===== config.mk =====
export PLATFORM = sky130hd
export DESIGN_NAME = shift_add_multiplier
export DESIGN_NICKNAME = d
export VERILOG_FILES = /design/src/rtl/mult_pkg.sv /design/src/rtl/shift_reg_n.sv /design/src/rtl/shift_add_multiplier.sv
export SDC_FILE = /design/constraint.sdc
export NUM_CORES = 1
export LEC_CHECK = 0
export CORE_ASPECT_RATIO = 0.9
export CORE_MARGIN = 1.5
export CORE_UTILIZATION = 50
export CTS_BUF_LIST = sky130_fd_sc_hd__clkbuf_8
export CTS_CLUSTER_DIAMETER = 50
export CTS_CLUSTER_SIZE = 24
export DETAILED_ROUTE_END_ITERATION = 8
export GPL_TIMING_DRIVEN = 0
export PLACE_DENSITY_LB_ADDON = 0.25
export SLEW_MARGIN = 20
export SYNTH_ARGS = -nofsm -noshare
export SYNTH_HDL_FRONTEND = slang
export SYNTH_HIERARCHICAL = 1
export SYNTH_SLANG_ARGS = --single-unit

===== constraint.sdc =====
create_clock -name Clk -period 3.5 [get_ports Clk]
set_input_delay 0.7 -clock Clk [delete_from_list [all_inputs] [get_ports Clk]]
set_output_delay 0.7 -clock Clk [all_outputs]
set_load 0.02 [all_outputs]

===== src/rtl/mult_pkg.sv =====
// rtl/mult_pkg.sv - shared state type and sizing helper for the shift-add multiplier
package mult_pkg;

  typedef enum logic [1:0] {
    IDLE  = 2'd0,
    ADD   = 2'd1,
    SHIFT = 2'd2,
    DONE  = 2'd3
  } mult_state_t;

  // Bit count needed to index WIDTH multiplier steps (0..WIDTH-1).
  function automatic int count_width(input int width);
    return (width < 2) ? 1 : $clog2(width);
  endfunction

endpackage


===== src/rtl/shift_reg_n.sv =====
// rtl/shift_reg_n.sv - WIDTH-bit register with parallel load, right shift and clear
module shift_reg_n #(
  parameter int WIDTH = 8
) (
  input  logic             clk,
  input  logic             reset,
  input  logic             clear,
  input  logic             load,
  input  logic             shift_en,
  input  logic             msb_fill,
  input  logic [WIDTH-1:0] load_value,
  output logic [WIDTH-1:0] value,
  output logic             lsb
);

  logic [WIDTH-1:0] q;

  always_ff @(posedge clk) begin
    if (reset || clear) begin
      q <= '0;
    end else if (load) begin
      q <= load_value;
    end else if (shift_en) begin
      q <= {msb_fill, q[WIDTH-1:1]};
    end
  end

  assign value = q;
  assign lsb   = q[0];

endmodule


===== src/rtl/shift_add_multiplier.sv =====
// rtl/shift_add_multiplier.sv - sequential signed/unsigned shift-add multiplier, one add and one shift per bit
module shift_add_multiplier
  import mult_pkg::*;
#(
  parameter int WIDTH = 8
) (
  input  logic               Clk,
  input  logic               Reset,
  input  logic               ClearA_LoadB,
  input  logic               Run,
  input  logic               Signed_Mode,
  input  logic [WIDTH-1:0]   S,
  output logic               Busy,
  output logic               Done,
  output logic               X,
  output logic [WIDTH-1:0]   A,
  output logic [WIDTH-1:0]   B,
  output logic [2*WIDTH-1:0] Product
);

  localparam int CW = count_width(WIDTH);

  mult_state_t      state;
  logic [WIDTH-1:0] m_reg;
  logic             x_reg;
  logic             mode;
  logic [CW-1:0]    count;

  logic             a_lsb;
  logic             b_lsb;
  logic             idle_like;
  logic             load_b;
  logic             accept;
  logic             last;
  logic             add_en;
  logic             shift_en;
  logic             clear_a;
  logic [WIDTH:0]   a_ext;
  logic [WIDTH:0]   m_ext;
  logic [WIDTH:0]   sum;

  assign idle_like = (state == IDLE) || (state == DONE);
  assign load_b    = idle_like && ClearA_LoadB;
  assign accept    = (state == IDLE) && !ClearA_LoadB && Run;
  assign last      = (count == CW'(WIDTH - 1));
  assign add_en    = (state == ADD) && b_lsb;
  assign shift_en  = (state == SHIFT);
  assign clear_a   = load_b || accept;

  // The sign bit of the multiplier carries negative weight, so the final step subtracts.
  always_comb begin
    a_ext = mode ? {A[WIDTH-1], A} : {1'b0, A};
    m_ext = mode ? {m_reg[WIDTH-1], m_reg} : {1'b0, m_reg};
    sum   = (mode && last) ? (a_ext - m_ext) : (a_ext + m_ext);
  end

  shift_reg_n #(.WIDTH(WIDTH)) a_reg (
    .clk        (Clk),
    .reset      (Reset),
    .clear      (clear_a),
    .load       (add_en),
    .shift_en   (shift_en),
    .msb_fill   (x_reg),
    .load_value (sum[WIDTH-1:0]),
    .value      (A),
    .lsb        (a_lsb)
  );

  shift_reg_n #(.WIDTH(WIDTH)) b_reg (
    .clk        (Clk),
    .reset      (Reset),
    .clear      (1'b0),
    .load       (load_b),
    .shift_en   (shift_en),
    .msb_fill   (a_lsb),
    .load_value (S),
    .value      (B),
    .lsb        (b_lsb)
  );

  always_ff @(posedge Clk) begin
    if (Reset) begin
      state <= IDLE;
      x_reg <= 1'b0;
      m_reg <= '0;
      mode  <= 1'b0;
      count <= '0;
    end else begin
      case (state)
        IDLE: begin
          if (ClearA_LoadB) begin
            x_reg <= 1'b0;
          end else if (Run) begin
            m_reg <= S;
            x_reg <= 1'b0;
            mode  <= Signed_Mode;
            count <= '0;
            state <= ADD;
          end
        end
        ADD: begin
          if (b_lsb) begin
            x_reg <= sum[WIDTH];
          end
          state <= SHIFT;
        end
        SHIFT: begin
          if (!mode) begin
            x_reg <= 1'b0;
          end
          if (last) begin
            state <= DONE;
          end else begin
            count <= count + 1'b1;
            state <= ADD;
          end
        end
        DONE: begin
          // Holding Run parks here so a held button yields a single product.
          if (ClearA_LoadB) begin
            x_reg <= 1'b0;
          end else if (!Run) begin
            state <= IDLE;
          end
        end
        default: state <= IDLE;
      endcase
    end
  end

  assign Busy    = (state == ADD) || (state == SHIFT);
  assign Done    = (state == DONE);
  assign X       = x_reg;
  assign Product = {A, B};

endmodule


# After elaboration in Yosys (flattened, before gate mapping)
# Index checks and enable logic that the tools add are counted.
[totals] regBits=31 latchBits=0 ram_bits=0 romBits=0 input_bits=13 out_inout_bits=35 elab_cells=65 mem_count=0
[op_classes] add_sub_neg=3 mul=0 n_div=0 n_lt_le_gt_ge=0 eq_ne=13 shift=0 mux=23 bitwise_logic=1 reduce_logical=18
[op_table] op="$mux 8" n=4
[op_table] op="$mux 9" n=3
[op_table] op="$ne 2x2->1 const B" n=7
[op_table] op="$reduce_and 4->1" n=3
[op_table] op="$mux 2" n=5
[op_table] op="$add 9x9->9" n=1
[op_table] op="$mux 3" n=3
[op_table] op="$sub 9x9->9" n=1
[op_table] op="$pmux 2 s4" n=1
[op_table] op="$pmux 3 s2" n=1
[op_table] op="$reduce_bool 2->1" n=3
[op_table] op="$logic_and 1x1->1" n=5
[op_table] op="$mux 1" n=5
[op_table] op="$eq 2x2->1 const B" n=2
[op_table] op="$logic_or 1x1->1" n=4
[op_table] op="$pmux 1 s4" n=1
[op_table] op="$add 3x1->3 const B" n=1
[op_table] op="$eq 3x3->1 const B" n=1
[op_table] op="$ne 3x3->1 const B" n=1
[op_table] op="$reduce_and 3->1" n=1
[op_table] op="$eq 2x1->1 const B" n=1
[op_table] op="$logic_not 2->1" n=1
[op_table] op="$ne 2x1->1 const B" n=1
[op_table] op="$logic_not 1->1" n=1
[op_table] op="$not 1->1" n=1

# Longest topological paths before layout
[depth] word_depth=5 depth_mapped=12 ltp_nobuf=12

# Modules after synthesis
# Netlist, hierarchy kept.
[modules_own_cells] module="shift_add_multiplier" n_inst=1 cells_each=166 area_per_inst_um2=1372.6 seq_area_each_um2=300.3
[modules_own_cells] module="shift_reg_n" n_inst=2 cells_each=36 area_per_inst_um2=447.9 seq_area_each_um2=160.2

# Worst setup path before layout
# OpenSTA, ideal clock, no wires.
[synth_path] kind="reg-to-reg" startpoint="register count[0]" endpoint="register a_reg.q[7] (netlist: a_reg/value[7])" setup_time_ns=0.116 t_arrival_ns=2.422 t_required_ns=3.384 path_slack_ns=0.961 path_stages_with_launch=13 path_buffers=0 period_less_slack_ns=2.539 path_cell_list="dfxtp_1 ha_1 ha_1 nand2_1 mux2i_1 ha_1 nor2b_1 o21ai_0 a21oi_1 o41ai_1 xnor2_1 or2b_1 o211a_1"
[synth_via] elab_chain_len=4
[synth_rtl] element="start: declaration" line_no="shift_add_multiplier.sv:27" source="logic [CW-1:0] count;"
[synth_rtl] element="start signal: assignment" line_no="shift_add_multiplier.sv:114" source="count <= count + 1'b1;"
[synth_rtl] element="$eq 3x3->1" line_no="shift_add_multiplier.sv:45" source="assign last = (count == CW'(WIDTH - 1));"
[synth_rtl] element="$logic_and 1x1->1" line_no="shift_add_multiplier.sv:54" source="sum = (mode && last) ? (a_ext - m_ext) : (a_ext + m_ext);"
[synth_rtl] element="$mux 9" line_no="shift_add_multiplier.sv:54"
[synth_rtl] element="named net sum[7]" line_no="shift_add_multiplier.sv:40" source="logic [WIDTH:0] sum;"
[synth_rtl] element="$mux 8" line_no="shift_reg_n.sv:21" source="end else if (load) begin"
[synth_rtl] element="end signal: assignment" line_no="shift_reg_n.sv:22" source="q <= load_value;"
[synth_rtl] element="end signal: assignment" line_no="shift_reg_n.sv:24" source="q <= {msb_fill, q[WIDTH-1:1]};"
[synth_rtl] element="end: declaration" line_no="shift_reg_n.sv:16" source="logic [WIDTH-1:0] q;"
# The timed path passes the listed nets, and every way through them passes these cells.
# A chain may end at the register's enable or synchronous reset.

# Worst setup path in the final report
# Ends and elaborated chain as after synthesis.

==> results.txt <==
- The flow ran to the end, and the final reports show no timing, DRC or antenna violations.
- After floorplanning, the core was sized to cover 4400 um2.
- In this run the critical register-to-register path is launched from count[0].
- Pre-CTS setup slack: 0.634 ns
- Std cell rows: 23
- Share of async-settable or async-resettable flops after synthesis: 0%
- Post-DP HPWL: 3430 um
- For this run, the post-layout net count is 321.
- Clock Root Buffer: sky130_fd_sc_hd__clkbuf_8
- Global routing consumed, over all layers together, 20.1% of the routing resources.
* Post-Synth Adder-Cell Area: 9.16%
- Distinct cell type count after synthesis: 45
- The worst pin sits at a relative slew slack of 54.0%.
* Placed instance count: 347
- Clock-pin slew was measured on the worst setup and hold paths at 0.07 ns.
- Entering global routing, the biggest net connects 11 pins.
* Sequential cell area fraction in the yosys report: 27.4%
- Die extent in x: 74 um
- Via count: 1,814
- The hold violation total from the final report is 0.
* Post-synthesis register bit count: 31
- The die covers 4950 um2.
- Synthesis produced 238 cells.
- WS Path Type: flop to flop
* Number of violations of the max-capacitance limit: 0
- Data required time of the worst path: 3.68 ns
* Number of enable flip-flop cells after synthesis: 0
- The number of hold buffers added after CTS was 0.
- The endpoint identified for the worst register-to-register timing path is a_reg/value[7].
* Fraction of layout instances using a drive strength above 1: 16.0%
- Across the VDD grid, the largest voltage drop is 302 uV.
- Final number of setup-violating endpoints: 0
- Share of synthesized area spent on multiplexers: 15.0%
* Path type of the worst min-delay path: flop to flop
* Power Dens Cells: 557 nW/um2
- Leakage power figure: 1.43 nW
- Final worst path period share: 81.0%
* Via-to-Cell Ratio: 5.11
- Each instance of the synthesized netlist takes up on average 9.53 um2.
- Hold Crit Depth: 2
* Pre-antenna DRT Iters: 4
- In this run the worst path has a maximum fanout of 6.
* Post-layout instance count excluding filler cells: 355
* Fin worst setup slack: 0.666 ns
- Compared with the post-synthesis result, the final layout area differs by 30.0%.
- The clock passes through at most 2 buffers.
- The initial utilization of the core area, before any placement, comes to 51.5%.
* Depth of the most critical reg-to-reg path: 12
- Share of synthesized cell area in and, or, nand and nor gates: 19.7%
- Sink of the worst hold path: count[1]
- The worst setup path is captured at a flop.
- Arrival @ worst endpoint: 3.02 ns
- Post-Synth XOR/XNOR Area: 4.63%
- The worst hold path begins at count[1].
* Detailed Route WL: 4640 um
- Final critical-path required period: 2.83 ns
- The count of nets left with antenna violations once routing finished came out at 0.
* Yosys Warn Count: 6
- Post-Syn Area: 2270 um2
- In the synthesized netlist the dominant register cell turns out to be sky130_fd_sc_hd__dfxtp_1.
- Kind of launch point of the worst setup path: flop
- Setup slack of the most critical reg-to-reg path: 0.67 ns
* Remaining global-route overflow: 0
* Number of antenna violations at the first check in global routing: 0
* Area fraction in compound gates after synthesis: 14.5%
- Dividing the detail-routed wire length by the instance count gives 13.1 um.
- # H-tree levels: 2
- Counting the fill cells in the layout gives 374.
- Number of buffers added on ports: 47
- Worst Max-Slew Pin Slew: 0.688 ns
- Die Y: 66.9 um
- Main combinational cell family by area after synthesis: simple AND/OR/NAND/NOR gates
* Final routed DRC violation total: 0
- GP Congestion: 0.765
- Worst Hold Margin: 0.480 ns
- During I/O placement, the number of pins put on the boundary was 48.
- 1st-iter DRT viols: 46
- Setup repair after global routing missed its margin: no
- Total of cells resized after clock tree synthesis: 0
- Antenna Diode Count: 0
* Power consumption: 1.64 mW
- Counting the buffers created by CTS gives 5.
* Setup clock skew after layout: 0.00140 ns
- TritonCTS built the clock tree.
- Global-route wire length before repair: 7650 um
- Setup TNS after final layout: 0 ns
* Upper clock frequency limit: 0.353 GHz
- Post-CTS setup-driven buffer insertion count: 0
- The number of nets handed over by synthesis was 267.
* Max-slew violation count: 0
- Clock Latency Late Sink: 0.29 ns
- Vias in the first global route: 1,667
- The clock net in this run drives a total of 31 sinks.
[cells in the mapped netlist, drive strengths merged, types with 4 or more instances]
| cell type | n | area [um2] |
|---|---|---|
| a21oi | 14 | 70.1 |
| buf | 22 | 168 |
| dfxtp | 31 | 621 |
| ha | 15 | 188 |
| inv | 11 | 41.3 |
| mux2 | 16 | 240 |
| mux2i | 10 | 100 |
| nand2b | 7 | 43.8 |
| nand3 | 5 | 25.0 |
| nor2 | 19 | 71.3 |
| nor2b | 4 | 25.0 |
| nor3 | 4 | 25.0 |
| o211a | 16 | 160 |
| o21ai | 4 | 20.0 |
| or2b | 16 | 120 |
| xnor2 | 9 | 78.8 |
[final cells by class]
type	instances	area, um2	share of cell area [%]
plain buffers	24	175	5.94
clock buffers	5	68.8	2.33
clock inverters	3	63.8	2.16
inverters	11	41.3	1.40
multi-input cells	172	1430	48.5
flip-flops and latches	31	621	21.0
well taps	62	77.6	2.63
repair buffers	47	470	16.0
[worst max path at each step]
stage                         from              to  cells after the start
after floorplan           count[0]  a_reg/value[7]                     12
after global placement    count[0]  a_reg/value[7]                     12
after detailed placement  count[0]  a_reg/value[7]                     12
after CTS                 count[0]  a_reg/value[7]                     12
after global routing      count[0]  a_reg/value[7]                     12
final                     count[0]  a_reg/value[7]                     12
[where the power goes]
group,leakage [nW],internal (mW),switching (mW)
combinational,1.11,0.391,0.382
sequential,0.252,0.392,0.0489
clock,0.0695,0.282,0.148
total,1.43,1.06,0.579
[kinds of logic (layout without fill, tap and decap cells)]
| family | Yosys count | after routing |
|---|---|---|
| multiplexers | 26 | 26 |
| buffers and inverters | 35 | 90 |
| adder cells (fa/ha/maj) | 16 | 16 |
| AO/OA/AOI/OAI | 44 | 44 |
| XOR/XNOR | 12 | 12 |
| AND/OR/NAND/NOR | 73 | 73 |
| other | 1 | 1 |
| flip-flops | 31 | 31 |
[worst max-delay path, stage by stage, from the launching register on]
cell                      delay (ns)
sky130_fd_sc_hd__dfxtp_1        0.32
sky130_fd_sc_hd__ha_1           0.20
sky130_fd_sc_hd__ha_1           0.25
sky130_fd_sc_hd__nand2_1        0.14
sky130_fd_sc_hd__mux2i_1        0.30
sky130_fd_sc_hd__ha_1           0.28
sky130_fd_sc_hd__nor2b_1        0.12
sky130_fd_sc_hd__o21ai_0        0.21
sky130_fd_sc_hd__a21oi_1        0.14
sky130_fd_sc_hd__o41ai_1        0.32
sky130_fd_sc_hd__xnor2_1        0.10
sky130_fd_sc_hd__or2b_1         0.23
sky130_fd_sc_hd__o211a_1        0.12
[stage by stage]
step,cell area [um2],util (%)
after floorplan,2270,-
after global routing,2950,67.0
after global placement,2820,64.0
final,2950,67.0
after detailed placement,2820,64.0
after CTS,2950,67.0
[metal layers]
| layer | wire length, um | GRT usage, % | vias up |
|---|---|---|---|
| li1 | - | - | 929 |
| met1 | 2270 | 25.7 | 842 |
| met2 | 2140 | 33.5 | 38 |
| met3 | 202 | 6.05 | 5 |
| met4 | 31 | 3.47 | 0 |
| met5 | 0 | 0 | - |
[cells in the final DEF, fill, tap and decap left out, types with 4 or more instances in the layout]
cell type / Yosys / routed
sky130_fd_sc_hd__clkdlybuf4s50_1: 0 / 47
sky130_fd_sc_hd__dfxtp_1: 31 / 31
sky130_fd_sc_hd__nor2_1: 19 / 19
sky130_fd_sc_hd__buf_4: 18 / 18
sky130_fd_sc_hd__mux2_4: 16 / 16
sky130_fd_sc_hd__or2b_1: 16 / 16
sky130_fd_sc_hd__o211a_1: 16 / 16
sky130_fd_sc_hd__ha_1: 15 / 15
sky130_fd_sc_hd__a21oi_1: 14 / 14
sky130_fd_sc_hd__inv_1: 11 / 12
sky130_fd_sc_hd__mux2i_1: 10 / 10
sky130_fd_sc_hd__xnor2_1: 9 / 9
sky130_fd_sc_hd__nand2b_1: 7 / 7
sky130_fd_sc_hd__nand3_1: 5 / 5
sky130_fd_sc_hd__clkbuf_8: 0 / 5
sky130_fd_sc_hd__nor2b_1: 4 / 4
sky130_fd_sc_hd__o21ai_0: 4 / 4
Note: power is estimated with default switching activity, not from simulation.
